**src/rtl/simple_comp_feeder_pkg.sv**
```systemverilog
// Shared types for the simple_comp operand feeder: FSM states,
// default data width and the operand-triple bundle.
package simple_comp_pkg;

    localparam int DEF_WIDTH = 16;

    typedef enum logic [1:0] {
        S_BOOT,
        S_IDLE,
        S_WAIT,
        S_OUT
    } state_t;

    typedef struct packed {
        logic [DEF_WIDTH-1:0] a;
        logic [DEF_WIDTH-1:0] b;
        logic [DEF_WIDTH-1:0] c;
    } triple_t;

endpackage

```
**src/rtl/simple_comp_feeder_if.sv**
```systemverilog
// Bus bundle of simple_comp_feeder: operand stream, simple_comp link,
// result stream and status. slave = feeder side, master = environment.
// Stats ports ops_done/replays exist only with SIMPLE_COMP_FEEDER_STATS_EN.
interface simple_comp_feeder_if
    import simple_comp_pkg::*;
#(
    parameter int WIDTH = DEF_WIDTH,
    parameter int DEPTH = 4
);
    localparam int CW = $clog2(DEPTH + 1);

    logic             in_valid;
    logic             in_ready;
    logic [WIDTH-1:0] in_a;
    logic [WIDTH-1:0] in_b;
    logic [WIDTH-1:0] in_c;
    logic             comp_rdy;
    logic [WIDTH-1:0] a_out;
    logic [WIDTH-1:0] b_out;
    logic [WIDTH-1:0] c_out;
    logic [WIDTH-1:0] comp_d;
    logic             res_valid;
    logic             res_ready;
    logic [WIDTH-1:0] res_data;
    logic [CW-1:0]    fifo_count;
    logic             busy;
`ifdef SIMPLE_COMP_FEEDER_STATS_EN
    logic [31:0]      ops_done;
    logic [15:0]      replays;
`endif

    modport slave (
        input  in_valid, in_a, in_b, in_c,
        input  comp_rdy, comp_d, res_ready,
        output in_ready, a_out, b_out, c_out,
        output res_valid, res_data,
        output fifo_count, busy
`ifdef SIMPLE_COMP_FEEDER_STATS_EN
        , output ops_done, replays
`endif
    );

    modport master (
        output in_valid, in_a, in_b, in_c,
        output comp_rdy, comp_d, res_ready,
        input  in_ready, a_out, b_out, c_out,
        input  res_valid, res_data,
        input  fifo_count, busy
`ifdef SIMPLE_COMP_FEEDER_STATS_EN
        , input ops_done, replays
`endif
    );

endinterface

```
**src/rtl/simple_comp_feeder_fifo.sv**
```systemverilog
// simple_comp_fifo: synchronous first-word-fall-through FIFO.
// Ports: clock, rst, push/wdata, pop/rdata, full, empty, count.
module simple_comp_fifo #(
    parameter  int WIDTH = 48,
    parameter  int DEPTH = 4,
    localparam int AW    = $clog2(DEPTH),
    localparam int CW    = $clog2(DEPTH + 1)
) (
    input  logic             clock,
    input  logic             rst,
    input  logic             push,
    input  logic [WIDTH-1:0] wdata,
    input  logic             pop,
    output logic [WIDTH-1:0] rdata,
    output logic             full,
    output logic             empty,
    output logic [CW-1:0]    count
);
    logic [WIDTH-1:0] mem [DEPTH];
    logic [AW-1:0]    wr_ptr;
    logic [AW-1:0]    rd_ptr;
    logic             do_push;
    logic             do_pop;

    assign full    = (count == CW'(DEPTH));
    assign empty   = (count == '0);
    assign do_push = push && !full;
    assign do_pop  = pop && !empty;
    assign rdata   = mem[rd_ptr];

    always_ff @(posedge clock) begin
        if (do_push) begin
            mem[wr_ptr] <= wdata;
        end
    end

    // DEPTH is a power of two, so pointers wrap by overflow.
    always_ff @(posedge clock) begin
        if (rst) begin
            wr_ptr <= '0;
            rd_ptr <= '0;
            count  <= '0;
        end else begin
            if (do_push) begin
                wr_ptr <= wr_ptr + 1'b1;
            end
            if (do_pop) begin
                rd_ptr <= rd_ptr + 1'b1;
            end
            unique case ({do_push, do_pop})
                2'b10:   count <= count + 1'b1;
                2'b01:   count <= count - 1'b1;
                default: count <= count;
            endcase
        end
    end

endmodule

```
**src/rtl/simple_comp_feeder.sv**
```systemverilog
// simple_comp_feeder: buffers operand triples, drives them into
// simple_comp one at a time, waits LATENCY edges and returns d_out.
// Ports: clock, rst (sync, active-high), bus (simple_comp_feeder_if.slave).
// Optional SIMPLE_COMP_FEEDER_STATS_EN adds ops_done and replays counters.
module simple_comp_feeder
    import simple_comp_pkg::*;
#(
    parameter int WIDTH   = DEF_WIDTH,
    parameter int DEPTH   = 4,
    parameter int LATENCY = 2
) (
    input  logic                 clock,
    input  logic                 rst,
    simple_comp_feeder_if.slave  bus
);
    localparam int CW = $clog2(DEPTH + 1);
    localparam int LW = $clog2(LATENCY + 1);
    localparam int TW = 3 * WIDTH;

    state_t           state;
    logic             replay;
    logic [LW-1:0]    cnt;
    logic [WIDTH-1:0] a_q;
    logic [WIDTH-1:0] b_q;
    logic [WIDTH-1:0] c_q;
    logic [WIDTH-1:0] res_q;
    logic             res_v;
    logic             busy_q;

    logic [TW-1:0]    head;
    logic             full;
    logic             empty;
    logic [CW-1:0]    count;
    logic             push;
    logic             pop;
    logic             accept;
    logic             abort;

    assign push   = bus.in_valid && !full;
    assign accept = res_v && bus.res_ready;
    assign abort  = (state == S_WAIT) && !bus.comp_rdy;

    // Pop from IDLE, or back-to-back on the result accept edge.
    assign pop = !empty && bus.comp_rdy &&
                 ((state == S_IDLE) ||
                  ((state == S_OUT) && accept));

    simple_comp_fifo #(
        .WIDTH (TW),
        .DEPTH (DEPTH)
    ) u_fifo (
        .clock (clock),
        .rst   (rst),
        .push  (push),
        .wdata ({bus.in_a, bus.in_b, bus.in_c}),
        .pop   (pop),
        .rdata (head),
        .full  (full),
        .empty (empty),
        .count (count)
    );

    always_ff @(posedge clock) begin
        if (rst) begin
            state  <= S_BOOT;
            replay <= 1'b0;
            cnt    <= '0;
            a_q    <= '0;
            b_q    <= '0;
            c_q    <= '0;
            res_q  <= '0;
            res_v  <= 1'b0;
            busy_q <= 1'b0;
        end else begin
            unique case (state)
                S_BOOT: begin
                    // Replay re-runs the retained operands.
                    if (bus.comp_rdy) begin
                        if (replay) begin
                            state  <= S_WAIT;
                            cnt    <= LW'(LATENCY);
                            replay <= 1'b0;
                            busy_q <= 1'b1;
                        end else begin
                            state <= S_IDLE;
                        end
                    end
                end
                S_IDLE: begin
                    if (!bus.comp_rdy) begin
                        state <= S_BOOT;
                    end else if (pop) begin
                        {a_q, b_q, c_q} <= head;
                        cnt    <= LW'(LATENCY);
                        state  <= S_WAIT;
                        busy_q <= 1'b1;
                    end
                end
                S_WAIT: begin
                    if (!bus.comp_rdy) begin
                        state  <= S_BOOT;
                        replay <= 1'b1;
                        busy_q <= 1'b0;
                    end else begin
                        cnt <= cnt - 1'b1;
                        if (cnt == LW'(1)) begin
                            res_q <= bus.comp_d;
                            res_v <= 1'b1;
                            state <= S_OUT;
                        end
                    end
                end
                S_OUT: begin
                    if (accept) begin
                        res_v <= 1'b0;
                        if (pop) begin
                            {a_q, b_q, c_q} <= head;
                            cnt   <= LW'(LATENCY);
                            state <= S_WAIT;
                        end else begin
                            a_q    <= '0;
                            b_q    <= '0;
                            c_q    <= '0;
                            state  <= S_IDLE;
                            busy_q <= 1'b0;
                        end
                    end
                end
                default: state <= S_BOOT;
            endcase
        end
    end

    assign bus.in_ready   = !full;
    assign bus.a_out      = a_q;
    assign bus.b_out      = b_q;
    assign bus.c_out      = c_q;
    assign bus.res_valid  = res_v;
    assign bus.res_data   = res_q;
    assign bus.fifo_count = count;
    assign bus.busy       = busy_q;

`ifdef SIMPLE_COMP_FEEDER_STATS_EN
    logic [31:0] ops_q;
    logic [15:0] rep_q;

    always_ff @(posedge clock) begin
        if (rst) begin
            ops_q <= '0;
            rep_q <= '0;
        end else begin
            if (accept) begin
                ops_q <= ops_q + 1'b1;
            end
            if (abort && (rep_q != 16'hFFFF)) begin
                rep_q <= rep_q + 1'b1;
            end
        end
    end

    assign bus.ops_done = ops_q;
    assign bus.replays  = rep_q;
`else
    logic unused_abort;
    assign unused_abort = abort;
`endif

endmodule

```
**src/flat_wrapper.sv**
```systemverilog
// flat-port wrapper written by rule: the top's interface ports become plain ports
module simple_comp_feeder_flat import simple_comp_pkg::*;
#(
    parameter int WIDTH   = DEF_WIDTH,
    parameter int DEPTH   = 4,
    parameter int LATENCY = 2
)
  (clock, rst, bus_in_valid, bus_in_a, bus_in_b, bus_in_c, bus_comp_rdy, bus_comp_d, bus_res_ready, bus_in_ready, bus_a_out, bus_b_out, bus_c_out, bus_res_valid, bus_res_data, bus_fifo_count, bus_busy);
  simple_comp_feeder_if #(.WIDTH(WIDTH), .DEPTH(DEPTH)) bus_i ();
  input  logic clock;
  input  logic rst;
  input wire logic [$bits(bus_i.in_valid)-1:0] bus_in_valid;
  input wire logic [$bits(bus_i.in_a)-1:0] bus_in_a;
  input wire logic [$bits(bus_i.in_b)-1:0] bus_in_b;
  input wire logic [$bits(bus_i.in_c)-1:0] bus_in_c;
  input wire logic [$bits(bus_i.comp_rdy)-1:0] bus_comp_rdy;
  input wire logic [$bits(bus_i.comp_d)-1:0] bus_comp_d;
  input wire logic [$bits(bus_i.res_ready)-1:0] bus_res_ready;
  output wire logic [$bits(bus_i.in_ready)-1:0] bus_in_ready;
  output wire logic [$bits(bus_i.a_out)-1:0] bus_a_out;
  output wire logic [$bits(bus_i.b_out)-1:0] bus_b_out;
  output wire logic [$bits(bus_i.c_out)-1:0] bus_c_out;
  output wire logic [$bits(bus_i.res_valid)-1:0] bus_res_valid;
  output wire logic [$bits(bus_i.res_data)-1:0] bus_res_data;
  output wire logic [$bits(bus_i.fifo_count)-1:0] bus_fifo_count;
  output wire logic [$bits(bus_i.busy)-1:0] bus_busy;
  assign bus_i.in_valid = bus_in_valid;
  assign bus_i.in_a = bus_in_a;
  assign bus_i.in_b = bus_in_b;
  assign bus_i.in_c = bus_in_c;
  assign bus_i.comp_rdy = bus_comp_rdy;
  assign bus_i.comp_d = bus_comp_d;
  assign bus_i.res_ready = bus_res_ready;
  assign bus_in_ready = bus_i.in_ready;
  assign bus_a_out = bus_i.a_out;
  assign bus_b_out = bus_i.b_out;
  assign bus_c_out = bus_i.c_out;
  assign bus_res_valid = bus_i.res_valid;
  assign bus_res_data = bus_i.res_data;
  assign bus_fifo_count = bus_i.fifo_count;
  assign bus_busy = bus_i.busy;
  simple_comp_feeder #(.WIDTH(WIDTH), .DEPTH(DEPTH), .LATENCY(LATENCY)) u_core (.clock(clock), .rst(rst), .bus(bus_i));
endmodule
```
**config.mk**
```make
export PLATFORM = sky130hd
export DESIGN_NAME = simple_comp_feeder_flat
export DESIGN_NICKNAME = d
export VERILOG_FILES = /design/src/rtl/simple_comp_feeder_pkg.sv /design/src/rtl/simple_comp_feeder_if.sv /design/src/rtl/simple_comp_feeder_fifo.sv /design/src/rtl/simple_comp_feeder.sv /design/src/flat_wrapper.sv
export SDC_FILE = /design/constraint.sdc
export NUM_CORES = 1
export LEC_CHECK = 0
export CAP_MARGIN = 20
export CELL_PAD_IN_SITES_DETAIL_PLACEMENT = 1
export CELL_PAD_IN_SITES_GLOBAL_PLACEMENT = 1
export CORE_MARGIN = 2
export CORE_UTILIZATION = 49
export CTS_CLUSTER_DIAMETER = 50
export DETAILED_ROUTE_END_ITERATION = 10
export PLACE_DENSITY = 0.87
export SYNTH_ARGS = -nofsm -noshare
export SYNTH_HDL_FRONTEND = slang
export SYNTH_SLANG_ARGS = --single-unit
export TNS_END_PERCENT = 50
```
**constraint.sdc**
```tcl
create_clock -name clock -period 6.9 [get_ports clock]
set_input_delay 0.69 -clock clock [delete_from_list [all_inputs] [get_ports clock]]
set_output_delay 0.69 -clock clock [all_outputs]
set_load 0.005 [all_outputs]
```
---- After elaboration in Yosys (flattened, before gate mapping) ----
Memories as Yosys holds them, arrays and structs flattened. A register that Yosys moved wholly into a read port is not among the register bits.
Index checks and enable logic that the tools add are counted.
operators by class
  $add $sub $neg .......................... 5
  equal/unequal tests ..................... 18
  muxes and demuxes ....................... 51
  reduce and logical (&&, ||, !) cells .... 23
operators by type and width
  cell                                                                 number
  16-bit 2-to-1 mux                                                    12
  16-bit case mux with 2 select lines                                  3
  2-bit 2-to-1 mux                                                     16
  2-bit case mux with 4 select lines                                   2
  1-bit 2-to-1 mux                                                     14
  2-bit != test (second input constant)                                7
  4-bit AND reduction                                                  3
  2-bit nonzero test                                                   4
  1-bit logical AND                                                    7
  7-bit AND reduction                                                  1
  2-bit by 1-bit == test with 1-bit output (second input constant)     3
  2-bit == test (second input constant)                                3
  3-bit != test (second input constant)                                2
  3-bit case mux with 2 select lines                                   1
  3-bit AND reduction                                                  2
  5-bit AND reduction                                                  1
  2-bit by 1-bit adder with 2-bit output (second input constant)       2
  2-bit by 1-bit != test with 1-bit output (second input constant)     2
  1-bit case mux with 2 select lines                                   2
  1-bit case mux with 4 select lines                                   1
  3-bit by 1-bit adder with 3-bit output (second input constant)       1
  3-bit == test (second input constant)                                1
  3-bit zero test                                                      1
  3-bit by 1-bit subtractor with 3-bit output (second input constant)  1
  4 further kinds                                                      5
storage, ports and cells
  flip-flop bits (word level) ............. 78
  RAM bits ................................ 192
  input bits .............................. 69
  output and inout port bits .............. 70
  word-level logic and storage cells ...... 110
  memories ................................ 1
memories
  name               words  bits a word  read ports  clocked after memory_dff  wr ports  RTL line                       RTL
  u_core.u_fifo.mem  4      48           1           1                         1         simple_comp_feeder_fifo.sv:19  logic [WIDTH-1:0] mem [DEPTH];

---- Depth between registers and ports, before layout ----
  depth in word-level cells ............... 7
  gate-level depth with buffers ........... 9
  mapped depth without buffers ............ 9

---- Modules after synthesis ----
Synthesis repeated with hierarchy kept, for this count alone.
unflattened totals
  cell total of the unflattened synthesis .. 654
  area total of the unflattened synthesis .. 10,214.8 sq um
by module, submodules not included
  module              times used  cells each  area an instance (sq um)  sequential area each (sq um)
  simple_comp_fifo    1           304         7,388.3                   5,945.7
  simple_comp_feeder  1           350         2,826.5                   1,421.4

---- Worst setup path before layout ----
OpenSTA, ideal clock, no wires.
  path type ............................... input to register
  from .................................... in bus_res_ready
  to ...................................... reg u_core.u_fifo.count[2]
  setup time .............................. 71 ps
  arrival time ............................ 2,542 ps
  data required time ...................... 6,829 ps
  slack ................................... 4,288 ps
  stages on the path ...................... 9
  path buffers ............................ 1
  cells stage by stage .................... a21boi_0 nor3_2 clkbuf_1 ha_1 inv_1 fa_1 xor2_1 or3_1 a21oi_1
between the ends
  longest elaborated chain between the ends .. 7
  elaborated cells on any way between the ends .. 9
  classes of those cells .................. 2 x eq/ne; 1 x mux; 6 x reduce/logical
RTL lines
  element                                                                           RTL line                       RTL
  start, declared                                                                   flat_wrapper.sv:18             input wire logic [$bits(bus_i.res_ready)-1:0] bus_res_ready;
  1-bit logical AND *                                                               simple_comp_feeder.sv:40       assign accept = res_v && bus.res_ready;
  1-bit logical AND *                                                               simple_comp_feeder.sv:46       ((state == S_OUT) && accept));
  1-bit logical OR *                                                                simple_comp_feeder.sv:45       ((state == S_IDLE) ||
  1-bit logical AND *                                                               simple_comp_feeder.sv:44       assign pop = !empty && bus.comp_rdy &&
  1-bit logical AND *                                                               simple_comp_feeder_fifo.sv:28  assign do_pop = pop && !empty;
  net u_core.u_fifo.do_pop                                                          simple_comp_feeder_fifo.sv:23  logic do_pop;
  2-bit by 1-bit == test with 1-bit output / 2-bit == test (equally long branches)  simple_comp_feeder_fifo.sv:50  unique case ({do_push, do_pop})
  3-bit case mux with 2 select lines / 2-bit nonzero test (equally long branches)   --
  end signal, assigned                                                              simple_comp_feeder_fifo.sv:51  2'b10: count <= count + 1'b1;
  end signal, assigned                                                              simple_comp_feeder_fifo.sv:52  2'b01: count <= count - 1'b1;
  end signal, assigned                                                              simple_comp_feeder_fifo.sv:53  default: count <= count;
  end, declared                                                                     simple_comp_feeder_fifo.sv:17  output logic [CW-1:0] count
Mark *: on every way through the listed nets, which the timed path passes. The rest lies on a longest branch.
A chain may end at the register's enable or synchronous reset.

---- Worst setup path after layout ----
  from .................................... in bus_comp_rdy
  to ...................................... reg u_core.u_fifo.count[2]
between the ends
  longest elaborated chain between the ends .. 5
  elaborated cells on any way between the ends .. 7
  classes of those cells .................. 2 x eq/ne; 1 x mux; 4 x reduce/logical
RTL lines
  element                                                                           RTL line                       RTL
  start, declared                                                                   flat_wrapper.sv:16             input wire logic [$bits(bus_i.comp_rdy)-1:0] bus_comp_rdy;
  1-bit logical AND * (2 in a row)                                                  simple_comp_feeder.sv:44
  1-bit logical AND *                                                               simple_comp_feeder_fifo.sv:28
  2-bit by 1-bit == test with 1-bit output / 2-bit == test (equally long branches)  simple_comp_feeder_fifo.sv:50
  3-bit case mux with 2 select lines / 2-bit nonzero test (equally long branches)   --
Every way passes the cells marked *; elsewhere a longest branch is shown, timed or not.

==> summary.txt <==
Setup path
  – Reg2Reg Setup Slack: 3.73 ns
  – CP required: 7.36 ns
  – RR Startpoint: u_core.state[0]$_SDFFE_PP0P_
  – Reg2Reg Depth: 9
  – Critical path peak fanout: 50
  – CP startpoint kind: input port
  – Kind of critical path: in -> reg
  – Worst Setup End Kind: flip-flop
  – Reg2reg end: u_core.u_fifo.count[2]$_SDFFE_PP0P_
  – Crit path DAT: 3.89 ns

Placed design
  – Placer Congestion: 0.762
  – Post-placement cell area: 0.0116 mm²
  – PortBufs: 138
  – Post-DP HPWL: 13.9 mm

Pwr
  – Leakage power: 4.09 nW
  – Clock share of power: 42.3%
  – Internal: 0.00292 W
  – Peak VDD IR: 0.204 mV
  – Switching part of the total power: 22.5%
  – P_sw: 0.000849 W
  – Seq pwr share: 49.8%
  – Power Density: 298 mW/mm²
  – Gate power share: 7.9%

Global route
  – Total grt overflow: 0
  – Vias in the first global route: 6490
  – Initial antenna violation count: 1
  – Met3 GRT Util: 4.63%
  – Peak-usage layer in the global routing report: met2
  – Total GRT Usage: 21.7%
  – Largest net degree at the start of global routing: 80
  – GR Layer Usage met1: 26.0%
  – First-pass GRT wire length: 36.4 mm
  – Global-route met2 utilization: 39.9%

Synthesis
  – Syn avg cell area: 17.0 µm²
  – FF+latch count, synth: 272
  – Post-synth EDFFs: 192
  – Mapped Cells: 589
  – Warning count from the yosys run: 0
  – Syn_nets: 665
  – FFs w/ async S/R, synth: 0%
  – Mapped Area: 0.0100 mm²
  – Netlist cell types: 43
  – Sequential fraction of the synthesis area: 73.7%
  – Most used DFF post-synth: edfxtp_1

Timing
  – Final min period: 3.43 ns
  – Clock Skews: 0.0130 ns
  – Slew of the pin with the lowest slew margin: 0.987 ns
  – Fin. max-slew vios: 0
  – Unrepaired setup endpoints after global routing: false
  – Final Hold Viols: 0
  – Max transition margin: 34.2%
  – Final Cycle Share: 49.7%
  – Total negative slack: 0 ns
  – Fmax: 291 MHz
  – Setup Viol. Count Final: 0

Flow run
  – Max Cap Violations: 0

Die
  – Die area: 0.0216 mm²
  – Row cnt: 52
  – Core ar.: 0.0201 mm²
  – Die height: 147 µm
  – Initial Util: 49.8%
  – Top-level I/O count: 139
  – Die W: 147 µm

Final layout
  – Post-route cell area: 0.0127 mm²
  – Antenna Cells: 0
  – Share of cells above drive strength 1: 18.0%
  – Final layout net count: 808
  – Area Overhead vs Synth: 26.6%
  – Commonest non-fill, non-tap cell in the layout: edfxtp_1
  – Most frequent cells in the layout: edfxtp_1, clkdlybuf4s50_1, dfxtp_1, nor2_1, mux4_2

Clock network
  – CTS Buffer Depth: 3
  – H-tree depth: 1
  – Clock transition at path regs: 0.06 ns
  – CTS sink count: 272
  – # hold bufs at CTS: 0
  – Clock Latency Late Sink: 0.54 ns
  – CTS root buf: clkbuf_16
  – CTS tree: yes
  – Post-CTS Setup Bufs: 0
  – Total CTS buffers: 30
  – CTS resizes: 0

Drt
  – Drt first pass iters: 4
  – Routed vias/inst: 5.60
  – Mean routed wirelength per cell: 22.6 µm
  – Drt total wl: 23.2 mm
  – Routed via count: 5749
  – DR DRC count: 0
  – Post-route ant nets: 0
  – Starting DRT DRC Count: 252

Hold path
  – Hold Startpoint: u_core.bus.res_data[4]$_SDFFE_PP0P_
  – Hold endpoint: u_core.bus.res_data[4]$_SDFFE_PP0P_
  – Hold Path Depth: 2
  – HP Class: reg -> reg

Outcome
  – Status: finished clean
## how the worst max path moves through the flow
| stage | start | endpoint | slack [ns] |
|---|---|---|---|
| 6_report | bus_comp_rdy | u_core.u_fifo.count[2]$_SDFFE_PP0P_ | 3.47 |
| 5_1_grt | bus_comp_rdy | u_core.u_fifo.count[2]$_SDFFE_PP0P_ | 3.31 |
| 4_1_cts | bus_comp_rdy | u_core.u_fifo.count[2]$_SDFFE_PP0P_ | 3.51 |
| 3_5_place_dp | bus_comp_rdy | u_core.u_fifo.count[2]$_SDFFE_PP0P_ | 2.94 |
| 3_3_place_gp | bus_comp_rdy | u_core.u_fifo.count[2]$_SDFFE_PP0P_ | 3.10 |
| 2_1_floorplan | bus_res_ready | u_core.u_fifo.count[2]$_SDFFE_PP0P_ | 4.29 |
## cell families (layout without fill, tap and decap cells)
kind of cell	count (synthesis)	in the layout	synth area share [%]
AND/OR/NAND/NOR	121	121	5.39
XOR/XNOR	5	5	0.438
multiplexers	48	48	10.8
adder cells (fa/ha/maj)	7	7	0.951
buffers and inverters	46	213	2.11
AO/OA/AOI/OAI	90	90	6.64
flip-flops	272	272	73.7
## worst max-delay path, cell delays in order
cell	delay (ns)
clkdlybuf4s50_1	0.74
o31ai_1	0.29
nor3_4	0.17
buf_4	0.62
ha_1	0.32
inv_1	0.07
fa_1	0.38
xor2_1	0.17
or3_1	0.30
a21oi_1	0.14
## cell usage after synthesis, types with 2 or more instances
cell,instances,area (µm²)
edfxtp_1,192,5770
dfxtp_1,80,1600
nor2_1,50,188
mux4_2,48,1080
nand2_1,40,150
a22oi_1,38,285
a21oi_1,26,130
clkbuf_1,20,75.1
inv_1,11,41.3
a22oi_2,10,125
buf_2,10,50.1
nor2_2,10,62.6
ha_1,6,75.1
and3_1,5,31.3
o21ai_0,5,25.0
buf_6,3,33.8
nor3_1,3,15.0
xnor2_1,3,26.3
a221oi_1,2,17.5
and2_1,2,12.5
or3_1,2,12.5
xor2_1,2,17.5
## through the flow
| stage | setup slack (ns) | total power (W) | util, % | hold WS [ns] | instances |
|---|---|---|---|---|---|
| after floorplan | 4.29 | 0.00206 | - | 0.440 | 589 |
| after global placement | 3.10 | 0.00218 | 57.8 | 0.443 | 969 |
| after detailed placement | 2.94 | 0.00221 | 57.8 | 0.451 | 969 |
| after CTS | 3.51 | 0.00380 | 62.8 | 0.461 | 1025 |
| after global routing | 3.31 | 0.00388 | 63.0 | 0.474 | 1026 |
| final | 3.47 | 0.00377 | 63.0 | 0.457 | 1026 |
## flip-flops by register name, indices dropped and copies added (netlist names), 2 cells and up, named ones only
name and cells:
u_core.u_fifo.mem 192, u_core.u_fifo.wr_ptr 2, u_core.cnt 2, u_core.bus.b_out 16, u_core.bus.res_data 16, u_core.bus.a_out 16, u_core.u_fifo.rd_ptr 2, u_core.state 2
u_core.bus.c_out 16, u_core.u_fifo.count 3
## layer usage
metal | up-vias | part of all wire (%)
met3 | 45 | 6.2
met5 | - | 0
met4 | 0 | 2.4
li1 | 2556 | -
met1 | 2969 | 39
met2 | 179 | 53
## area by class of cell
| type | instances | area [µm²] |
|---|---|---|
| Sequential cell | 272 | 7370 |
| Clock inverter | 16 | 164 |
| Tap cell | 270 | 338 |
| Clock buffer | 40 | 841 |
| Inverter | 11 | 41.3 |
| Multi-Input combinational cell | 271 | 2450 |
| Timing Repair Buffer | 146 | 1460 |
| Fill cell | 1764 | 7440 |
## power by group through the flow
stage	clock network (W)	logic [W]	registers (W)
6_report	0.00159	0.000298	0.00188
2_1_floorplan	0	0.000171	0.00189
5_1_grt	0.00167	0.000324	0.00189
3_3_place_gp	0	0.000271	0.00191
4_1_cts	0.00162	0.000292	0.00189
3_5_place_dp	0	0.000288	0.00192
Power figures use the tool's default switching activity.
